<file path="config.mk">
export PLATFORM = sky130hd
export DESIGN_NAME = sync_fifo_v2
export DESIGN_NICKNAME = d
export VERILOG_FILES = /design/src/rtl/sync_fifo_pkg.sv /design/src/rtl/sync_fifo_ram.sv /design/src/rtl/sync_fifo_v2.sv
export SDC_FILE = /design/constraint.sdc
export NUM_CORES = 1
export LEC_CHECK = 0
export CORE_ASPECT_RATIO = 0.75
export CORE_UTILIZATION = 45
export DETAILED_ROUTE_END_ITERATION = 8
export SLEW_MARGIN = 20
export SYNTH_ARGS = -nofsm -noshare
export SYNTH_HDL_FRONTEND = slang
export SYNTH_SLANG_ARGS = --single-unit
</file>
<file path="constraint.sdc">
create_clock -name clk -period 7.52 [get_ports clk]
set_input_delay 1.504 -clock clk [delete_from_list [all_inputs] [get_ports clk]]
set_output_delay 1.504 -clock clk [all_outputs]
set_load 0.05 [all_outputs]
</file>
<file path="src/rtl/sync_fifo_pkg.sv">
// Shared constants and sizing helpers for the sync_fifo_v2 family.
package sync_fifo_pkg;

    // Default almost-empty level, and the distance below DEPTH for almost-full.
    localparam int DEF_AEMPTY_THRESH = 2;
    localparam int DEF_AFULL_MARGIN  = 2;

    // Number of words addressed by a pointer of the given width.
    function automatic int fifo_depth(input int addr_width);
        return 1 << addr_width;
    endfunction

    // Width needed to hold an occupancy of 0..DEPTH inclusive.
    function automatic int count_width(input int addr_width);
        return $clog2((1 << addr_width) + 1);
    endfunction

endpackage

</file>
<file path="src/rtl/sync_fifo_ram.sv">
// Simple dual-port storage for sync_fifo_v2: one synchronous write port and
// one read port feeding a reset-able output register. In FWFT mode the read
// side can bypass the array and take the word currently being written.
module sync_fifo_ram
    import sync_fifo_pkg::*;
#(
    parameter int DATA_WIDTH = 8,
    parameter int ADDR_WIDTH = 4,
    parameter int FWFT       = 0
) (
    input  logic                  clk,
    input  logic                  rst_n,
    input  logic                  wr_en,
    input  logic [ADDR_WIDTH-1:0] wr_addr,
    input  logic [DATA_WIDTH-1:0] wr_data,
    input  logic                  rd_en,
    input  logic [ADDR_WIDTH-1:0] rd_addr,
    input  logic                  bypass,
    output logic [DATA_WIDTH-1:0] rd_data
);

    localparam int DEPTH = fifo_depth(ADDR_WIDTH);

    // The array itself is never reset; only the output register is.
    logic [DATA_WIDTH-1:0] mem [DEPTH];
    logic [DATA_WIDTH-1:0] rd_word;
    logic [DATA_WIDTH-1:0] rd_q;

    // Synchronous write port.
    always_ff @(posedge clk) begin
        if (wr_en) begin
            mem[wr_addr] <= wr_data;
        end
    end

    // Asynchronous array read; the bypass only exists in FWFT mode, where a
    // word written into an otherwise-empty head slot must appear next cycle.
    always_comb begin
        rd_word = mem[rd_addr];
        if ((FWFT != 0) && bypass) begin
            rd_word = wr_data;
        end
    end

    // Output register: loaded only when the read side asks for a new word.
    always_ff @(posedge clk or negedge rst_n) begin
        if (!rst_n) begin
            rd_q <= '0;
        end else if (rd_en) begin
            rd_q <= rd_word;
        end
    end

    assign rd_data = rd_q;

endmodule

</file>
<file path="src/rtl/sync_fifo_v2.sv">
// Single-clock FIFO with occupancy count, almost-full/almost-empty levels,
// overflow/underflow pulses and an optional first-word-fall-through read mode.
//
// Request semantics: wr_en offers din and is taken in a cycle where the FIFO
// is not full or a read is taken in that same cycle; rd_en is taken whenever
// the FIFO is not empty (a same-cycle write into an empty FIFO never makes a
// read legal). A request that is not taken leaves all state untouched and
// raises overflow/underflow for exactly the following cycle.
module sync_fifo_v2
    import sync_fifo_pkg::*;
#(
    parameter int DATA_WIDTH    = 8,
    parameter int ADDR_WIDTH    = 4,
    parameter int FWFT          = 0,
    parameter int AFULL_THRESH  = fifo_depth(ADDR_WIDTH) - DEF_AFULL_MARGIN,
    parameter int AEMPTY_THRESH = DEF_AEMPTY_THRESH
) (
    input  logic                  clk,
    input  logic                  rst_n,
    input  logic [DATA_WIDTH-1:0] din,
    input  logic                  wr_en,
    input  logic                  rd_en,
    output logic [DATA_WIDTH-1:0] dout,
    output logic                  valid,
    output logic                  full,
    output logic                  empty,
    output logic                  almost_full,
    output logic                  almost_empty,
    output logic [ADDR_WIDTH:0]   count,
    output logic                  overflow,
    output logic                  underflow
);

    localparam int DEPTH = fifo_depth(ADDR_WIDTH);
    localparam int CW    = ADDR_WIDTH + 1;

    localparam logic [CW-1:0]         DEPTH_C    = CW'(DEPTH);
    localparam logic [CW-1:0]         AFULL_C    = CW'(AFULL_THRESH);
    localparam logic [CW-1:0]         AEMPTY_C   = CW'(AEMPTY_THRESH);
    localparam logic [CW-1:0]         CNT_ONE    = CW'(1);
    localparam logic [ADDR_WIDTH-1:0] PTR_ONE    = ADDR_WIDTH'(1);

    logic [ADDR_WIDTH-1:0] wr_ptr;
    logic [ADDR_WIDTH-1:0] rd_ptr;
    logic [CW-1:0]         count_q;
    logic [CW-1:0]         count_next;
    logic                  wr_acc;
    logic                  rd_acc;
    logic                  valid_q;
    logic                  overflow_q;
    logic                  underflow_q;

    logic [ADDR_WIDTH-1:0] ram_rd_addr;
    logic                  ram_rd_en;
    logic                  ram_bypass;
    logic [DATA_WIDTH-1:0] ram_rd_data;

    // Status flags are pure decodes of the registered count.
    always_comb begin
        full         = (count_q == DEPTH_C);
        empty        = (count_q == '0);
        almost_full  = (count_q >= AFULL_C);
        almost_empty = (count_q <= AEMPTY_C);
    end

    // Acceptance: a read needs data already stored; a write needs a free slot
    // or a slot being freed by a read in the same cycle.
    always_comb begin
        rd_acc = rd_en && !empty;
        wr_acc = wr_en && (!full || rd_acc);
    end

    // Next occupancy: simultaneous read and write cancel out.
    always_comb begin
        count_next = count_q;
        case ({wr_acc, rd_acc})
            2'b10:   count_next = count_q + CNT_ONE;
            2'b01:   count_next = count_q - CNT_ONE;
            default: count_next = count_q;
        endcase
    end

    // Read-side control of the memory output register. In standard mode it
    // fetches the head on each accepted read. In FWFT mode it always tracks
    // what the head will be after this edge: the next stored word after a
    // pop, din when that word is being written this cycle, and it holds its
    // old value once the FIFO goes empty.
    always_comb begin
        ram_rd_addr = rd_ptr;
        ram_rd_en   = rd_acc;
        ram_bypass  = 1'b0;
        if (FWFT != 0) begin
            ram_rd_addr = rd_acc ? (rd_ptr + PTR_ONE) : rd_ptr;
            ram_bypass  = wr_acc && ((count_q == '0) || ((count_q == CNT_ONE) && rd_acc));
            ram_rd_en   = (count_next != '0);
        end
    end

    // Pointers and count; pointers wrap naturally modulo DEPTH.
    always_ff @(posedge clk or negedge rst_n) begin
        if (!rst_n) begin
            wr_ptr  <= '0;
            rd_ptr  <= '0;
            count_q <= '0;
        end else begin
            if (wr_acc) begin
                wr_ptr <= wr_ptr + PTR_ONE;
            end
            if (rd_acc) begin
                rd_ptr <= rd_ptr + PTR_ONE;
            end
            count_q <= count_next;
        end
    end

    // Registered one-cycle indications: read completion and rejected requests.
    always_ff @(posedge clk or negedge rst_n) begin
        if (!rst_n) begin
            valid_q     <= 1'b0;
            overflow_q  <= 1'b0;
            underflow_q <= 1'b0;
        end else begin
            valid_q     <= rd_acc;
            overflow_q  <= wr_en && !wr_acc;
            underflow_q <= rd_en && !rd_acc;
        end
    end

    sync_fifo_ram #(
        .DATA_WIDTH (DATA_WIDTH),
        .ADDR_WIDTH (ADDR_WIDTH),
        .FWFT       (FWFT)
    ) u_ram (
        .clk     (clk),
        .rst_n   (rst_n),
        .wr_en   (wr_acc),
        .wr_addr (wr_ptr),
        .wr_data (din),
        .rd_en   (ram_rd_en),
        .rd_addr (ram_rd_addr),
        .bypass  (ram_bypass),
        .rd_data (ram_rd_data)
    );

    assign dout      = ram_rd_data;
    assign valid     = (FWFT != 0) ? !empty : valid_q;
    assign count     = count_q;
    assign overflow  = overflow_q;
    assign underflow = underflow_q;

endmodule

</file>
# [Yosys cells after proc, flatten, opt, wreduce, memory -nomap -nowiden]
# Memory sizes are Yosys's and may differ from the RTL's. A register that Yosys moved wholly into a read port is not among the register bits.
# Index checks and enable logic that the tools add are counted.
[totals] register_bits=16 n_memories=1 out_inout_bits=20 ramBits=128 wordCells=31 inputBits=12
[classes] n_eq_ne=3 reduce_logical=12 muxes=3 addsub=4 order_cmp=2
[memory_table] memory="u_ram.mem" depth=16 width=8 read_ports=1 rd_clocked_by_memory_dff=1 wr=1 line_no="sync_fifo_ram.sv:25" rtl="logic [DATA_WIDTH-1:0] mem [DEPTH];"
[op_table] cell="one-hot mux 5 bit (2 select lines)" count=1
[op_table] cell="adder 4 x 1 -> 4 bit, second input constant" count=2
[op_table] cell="adder 5 x 1 -> 5 bit, second input constant" count=1
[op_table] cell="equality test 5 bit, second input constant" count=1
[op_table] cell=">= comparator 5 x 4 -> 1 bit, second input constant" count=1
[op_table] cell="<= comparator 5 x 2 -> 1 bit, second input constant" count=1
[op_table] cell="zero test 1 bit" count=5
[op_table] cell="zero test 5 bit" count=1
[op_table] cell="subtractor 5 x 1 -> 5 bit, second input constant" count=1
[op_table] cell="logical AND 1 bit" count=4
[op_table] cell="equality test 2 x 1 -> 1 bit, second input constant" count=1
[op_table] cell="equality test 2 bit, second input constant" count=1
[op_table] cell="2-to-1 mux 1 bit" count=2
[op_table] cell="nonzero test 2 bit" count=1
[op_table] cell="logical OR 1 bit" count=1

# [Depth between registers and ports, before layout]
[depth] depth_word=7 depth_mapped=10 mapped_depth_nobuf=8

# [Hierarchy]
# A second synthesis with hierarchy kept.
[hier_totals] hier_cells=323 area_unflattened_um2=6256.0
[modules_own_cells] mod="sync_fifo_ram" seq_area_each_um2=4043.9 area_per_inst_um2=5331.4 cells_per_inst=240 n_inst=1
[modules_own_cells] mod="sync_fifo_v2" seq_area_each_um2=400.4 area_per_inst_um2=924.6 cells_per_inst=83 n_inst=1

# [Least setup slack after synthesis]
# OpenSTA, ideal clock, no wires.
[synth_timing] kind="register to output" start="register count_q[4], in the netlist count[4]" end="output almost_empty" required_time_ns=6.016 arrival_time_ns=3.266 n_path_buf=1 path_slack_ns=2.750 path_stages_with_launch=3 path_cell_list="dfrtp_1 -> clkbuf_1 -> a2111oi_0"
[synth_via] elab_chain_len=1
[synth_rtl] element="start, declared" line_no="sync_fifo_v2.sv:45" rtl="logic [CW-1:0] count_q;"
[synth_rtl] element="start signal, assigned" line_no="sync_fifo_v2.sv:112" rtl="count_q <= count_next;"
[synth_rtl] element="<= comparator 5 x 2 -> 1 bit" line_no="sync_fifo_v2.sv:63" rtl="almost_empty = (count_q <= AEMPTY_C);"
[synth_rtl] element="end, declared" line_no="sync_fifo_v2.sv:28" rtl="output logic almost_empty,"
# Every way passes these cells.

# [Worst setup path in the final report]
[layout_timing] start="register count_q[1], in the netlist count[1]" end="output empty"
[layout_via] elab_chain_len=1
[layout_rtl] element="zero test 5 bit" line_no="sync_fifo_v2.sv:61" rtl="empty = (count_q == '0);"
[layout_rtl] element="end, declared" line_no="sync_fifo_v2.sv:26" rtl="output logic empty,"
# Every way passes these cells.

==> results.yml <==
status:
  status: "finished, final reports clean"
clock_tree:
  cts.root.buffer_cell: "sky130_fd_sc_hd__clkbuf_16"
  clkTransAtPathRegs_ns: 0.06
  cts_made_buffers: 17
  cts.htree.levels: 4
  hold_buffers: 0
  worstSkewPairLatency_ns: 0.42
  cts_tree: "yes"
  clkSinkCount: 152
  post-cts-setup-buffers: 0
  bufs_on_longest_clock_path: 2
  cts_repair_resize_count: 0
timing:
  timing_worst_slew_pin_value_ns: 0.973
  period_needed_ns: 4.08
  post-route-period-util_pct: 54.2
  final-max-slew-violation-count: 0
  totalNegativeSetupSlack_ns: 0
  finalClockSkew_ns: 0.00974
  hold_violations: 0
  postLayoutSetupSlackWorst_ns: 3.44
  fmax_ghz: 0.245
  finalSetupViolCount: 0
  grt_setup_unrepaired: "false"
  slew-limit-headroom_pct: 34.9
floorplanning:
  dieHeight_um: 103
  starting_density_of_the_core_pct: 46.5
  io-pin-count: 32
  std_cell_rows: 36
  floorplan.die_area_um2: 14000
  width_of_the_chip_um: 136
  placeableCoreArea_um2: 13100
setup_path:
  criticalPathCategory: "flip-flop to output pin"
  crit_path_start_kind: "flip-flop"
  required_ns: 6.02
  worstSetupEndpointType: "output pin"
  critPathMaxFanout: 8
  cp_data_arrival_time_ns: 2.57
detailed_routing:
  detail_route.vias_per_cell: 5.50
  detailedRoute.firstIterationViolations: 230
  postRouteAntennaNets: 0
  drt-wirelength-per-cell_um: 21.8
  dr.pass1.iters: 4
  vias: 2977
  remaining_drc_errors: 0
  wirelength_um: 11800
power_and_ir_drop:
  seqPwrFrac_pct: 39.2
  clockPowerShare_pct: 28.9
  pint_uw: 1960
  power.static_leakage_uw: 0.00245
  netSwitchingPower_uw: 952
  pwr_density_cell_nw_per_um2: 405
  p_comb_share_pct: 31.9
  switching_share_pct: 32.7
  vdd.ir_drop.worst_mv: 0.306
yosys:
  synth-main-ff-cell: "sky130_fd_sc_hd__edfxtp_1"
  yosys_register_bits: 152
  yosys_warnings: 0
  post-synth-top-area-cell: "sky130_fd_sc_hd__edfxtp_1"
  post-synth-top-area-fraction_pct: 63.1
  synth_seq_area_share_pct: 73.0
  yosys.cell_types.count: 36
  synth_enable_flop_cells: 128
  netlist_area_um2: 6090
  syn_area_per_cell_um2: 19.2
  postSynthCellCount: 318
  async_reset_ff_share_pct: 15.8
  synth.net_count: 339
  netlist_top_cells_area: "sky130_fd_sc_hd__edfxtp_1 63%, sky130_fd_sc_hd__mux4_2 12%, sky130_fd_sc_hd__dfrtp_1 9.9%, sky130_fd_sc_hd__mux2i_1 2.5%, sky130_fd_sc_hd__ha_1 1.6%"
global_route:
  grt-ovfl-total: 0
  grt_use_met1_pct: 27.7
  gr-usage-met2_pct: 26.6
  met3_usage_pct: 5.16
  grt_max_degree: 35
  grt_pass1_vias: 3018
  track_usage_pct: 18.9
  grt_pass1_wl_um: 18000
  grt_antenna_before_repair: 0
  global_route.peak_usage_layer: "met1"
final_layout:
  multiInputGateArea_um2: 1570
  layout.area.seq_um2: 4440
  num_antenna_cells: 0
  synthToLayoutAreaGrowth_pct: 17.9
  drive_above_1_share_pct: 21.1
  nets: 378
  final.fill_count: 992
place:
  detailed_place_hpwl_um: 7480
  placer_s_final_routability_congestion_estimate: 0.791
  buffer_ports.inserted: 31
  post_place_worst_slack_ns: 3.05
worst_hold_path:
  worst_hold_path_type: "flip-flop to flip-flop"
job:
  cap_violations: 0
-- worst max-delay path: stages, from the launching register on --
cell,delay [ns]
sky130_fd_sc_hd__dfrtp_1,0.48
sky130_fd_sc_hd__or4_1,0.72
sky130_fd_sc_hd__nor2_1,0.15
sky130_fd_sc_hd__clkdlybuf4s50_1,0.81
-- power groups by stage --
stage | clock [uW] | sequential [uW] | combinational, uW
finish | 842 | 1140 | 927
global route | 890 | 1160 | 998
CTS | 854 | 1140 | 940
detailed placement | 0 | 1150 | 936
global placement | 0 | 1150 | 929
floorplan | 0 | 1240 | 576
-- synthesized netlist by cell type (5+ instances only) --
cell type                  count
sky130_fd_sc_hd__mux2i_1      15
sky130_fd_sc_hd__xnor2_1       8
sky130_fd_sc_hd__inv_1         5
sky130_fd_sc_hd__nand2_1      20
sky130_fd_sc_hd__mux4_2       32
sky130_fd_sc_hd__nor2_1       16
sky130_fd_sc_hd__o221ai_1      7
sky130_fd_sc_hd__buf_2         8
sky130_fd_sc_hd__dfrtp_1      24
sky130_fd_sc_hd__edfxtp_1    128
sky130_fd_sc_hd__clkbuf_1      5
sky130_fd_sc_hd__nor3_1        7
sky130_fd_sc_hd__ha_1          8
-- kinds of logic (layout without fill, tap and decap cells) --
logic type / count (synthesis) / after routing / synth area share, %
muxes: 53 / 53 / 15.6
buffers and inverters: 22 / 74 / 1.52
and+or+nand+nor: 53 / 53 / 3.88
DFF: 152 / 152 / 73.0
adders and majority gates: 9 / 9 / 1.97
AOI/OAI and AO/OA: 20 / 20 / 2.75
xor gates and xnor gates: 9 / 9 / 1.29
-- registers in the layout, indices dropped and copies added, names as in the netlist --
signal / count
underflow: 1
ram_rd_addr: 4
u_ram.mem: 128
wr_ptr: 4
overflow: 1
u_ram.rd_data: 8
count: 5
valid: 1
-- per-layer routing --
layer	part of all wire [%]	wire length, um
met1	48	5660
met2	44	5250
met3	6.3	740
met4	1.4	165
met5	0	0
-- area by class of cell --
type	count	share of cell area [%]
clock buffer	19	6.03
timing repair buffer	36	4.84
clock inverter	13	2.11
sequential	152	61.9
inverter	6	0.314
multi-input combinational	144	21.9
tap	171	2.98
-- through the flow --
step,area (um2),power (uW),instances,util (%),hold WS (ns)
finish,7180,2910,541,54.8,0.493
global placement,6580,2080,509,50.2,0.473
CTS,7170,2930,541,54.7,0.498
detailed placement,6580,2090,509,50.2,0.481
global route,7180,3040,541,54.8,0.528
floorplan,6090,1810,318,-,0.543
-- placed cells by master (no fill, tap or decap), types with 3 or more instances in the layout --
| cell | netlist | layout |
|---|---|---|
| sky130_fd_sc_hd__clkbuf_16 | 0 | 17 |
| sky130_fd_sc_hd__mux2i_1 | 15 | 15 |
| sky130_fd_sc_hd__nor2_1 | 16 | 16 |
| sky130_fd_sc_hd__buf_4 | 0 | 5 |
| sky130_fd_sc_hd__nand2_1 | 20 | 20 |
| sky130_fd_sc_hd__ha_1 | 8 | 8 |
| sky130_fd_sc_hd__edfxtp_1 | 128 | 128 |
| sky130_fd_sc_hd__nor3_2 | 0 | 3 |
| sky130_fd_sc_hd__dfrtp_1 | 24 | 24 |
| sky130_fd_sc_hd__xnor2_1 | 8 | 8 |
| sky130_fd_sc_hd__bufinv_16 | 0 | 3 |
| sky130_fd_sc_hd__mux4_2 | 32 | 32 |
| sky130_fd_sc_hd__nor3_1 | 7 | 4 |
| sky130_fd_sc_hd__clkdlybuf4s50_1 | 0 | 31 |
| sky130_fd_sc_hd__clkinv_2 | 0 | 4 |
| sky130_fd_sc_hd__inv_1 | 5 | 5 |
| sky130_fd_sc_hd__nand2b_1 | 3 | 3 |
| sky130_fd_sc_hd__mux2_2 | 4 | 4 |
| sky130_fd_sc_hd__o221ai_1 | 7 | 7 |
-- final timing paths --
check | start | to | slack [ns] | depth (start not counted)
worst max-delay path | count[1]$_DFFE_PN0P_ | empty | 3.44 | 3
worst min-delay path | u_ram.rd_data[7]$_DFFE_PN0P_ | u_ram.rd_data[7]$_DFFE_PN0P_ | 0.49 | 2
worst max register to register | count[1]$_DFFE_PN0P_ | count[4]$_DFFE_PN0P_ | 3.87 | 8
worst min register to register | u_ram.rd_data[7]$_DFFE_PN0P_ | u_ram.rd_data[7]$_DFFE_PN0P_ | 0.49 | 2
max in group asynchronous | rst_n | u_ram.rd_data[3]$_DFFE_PN0P_ | 5.79 | 2
min in group asynchronous | rst_n | count[0]$_DFFE_PN0P_ | 1.45 | 2
(Power assumes the default switching activity.)
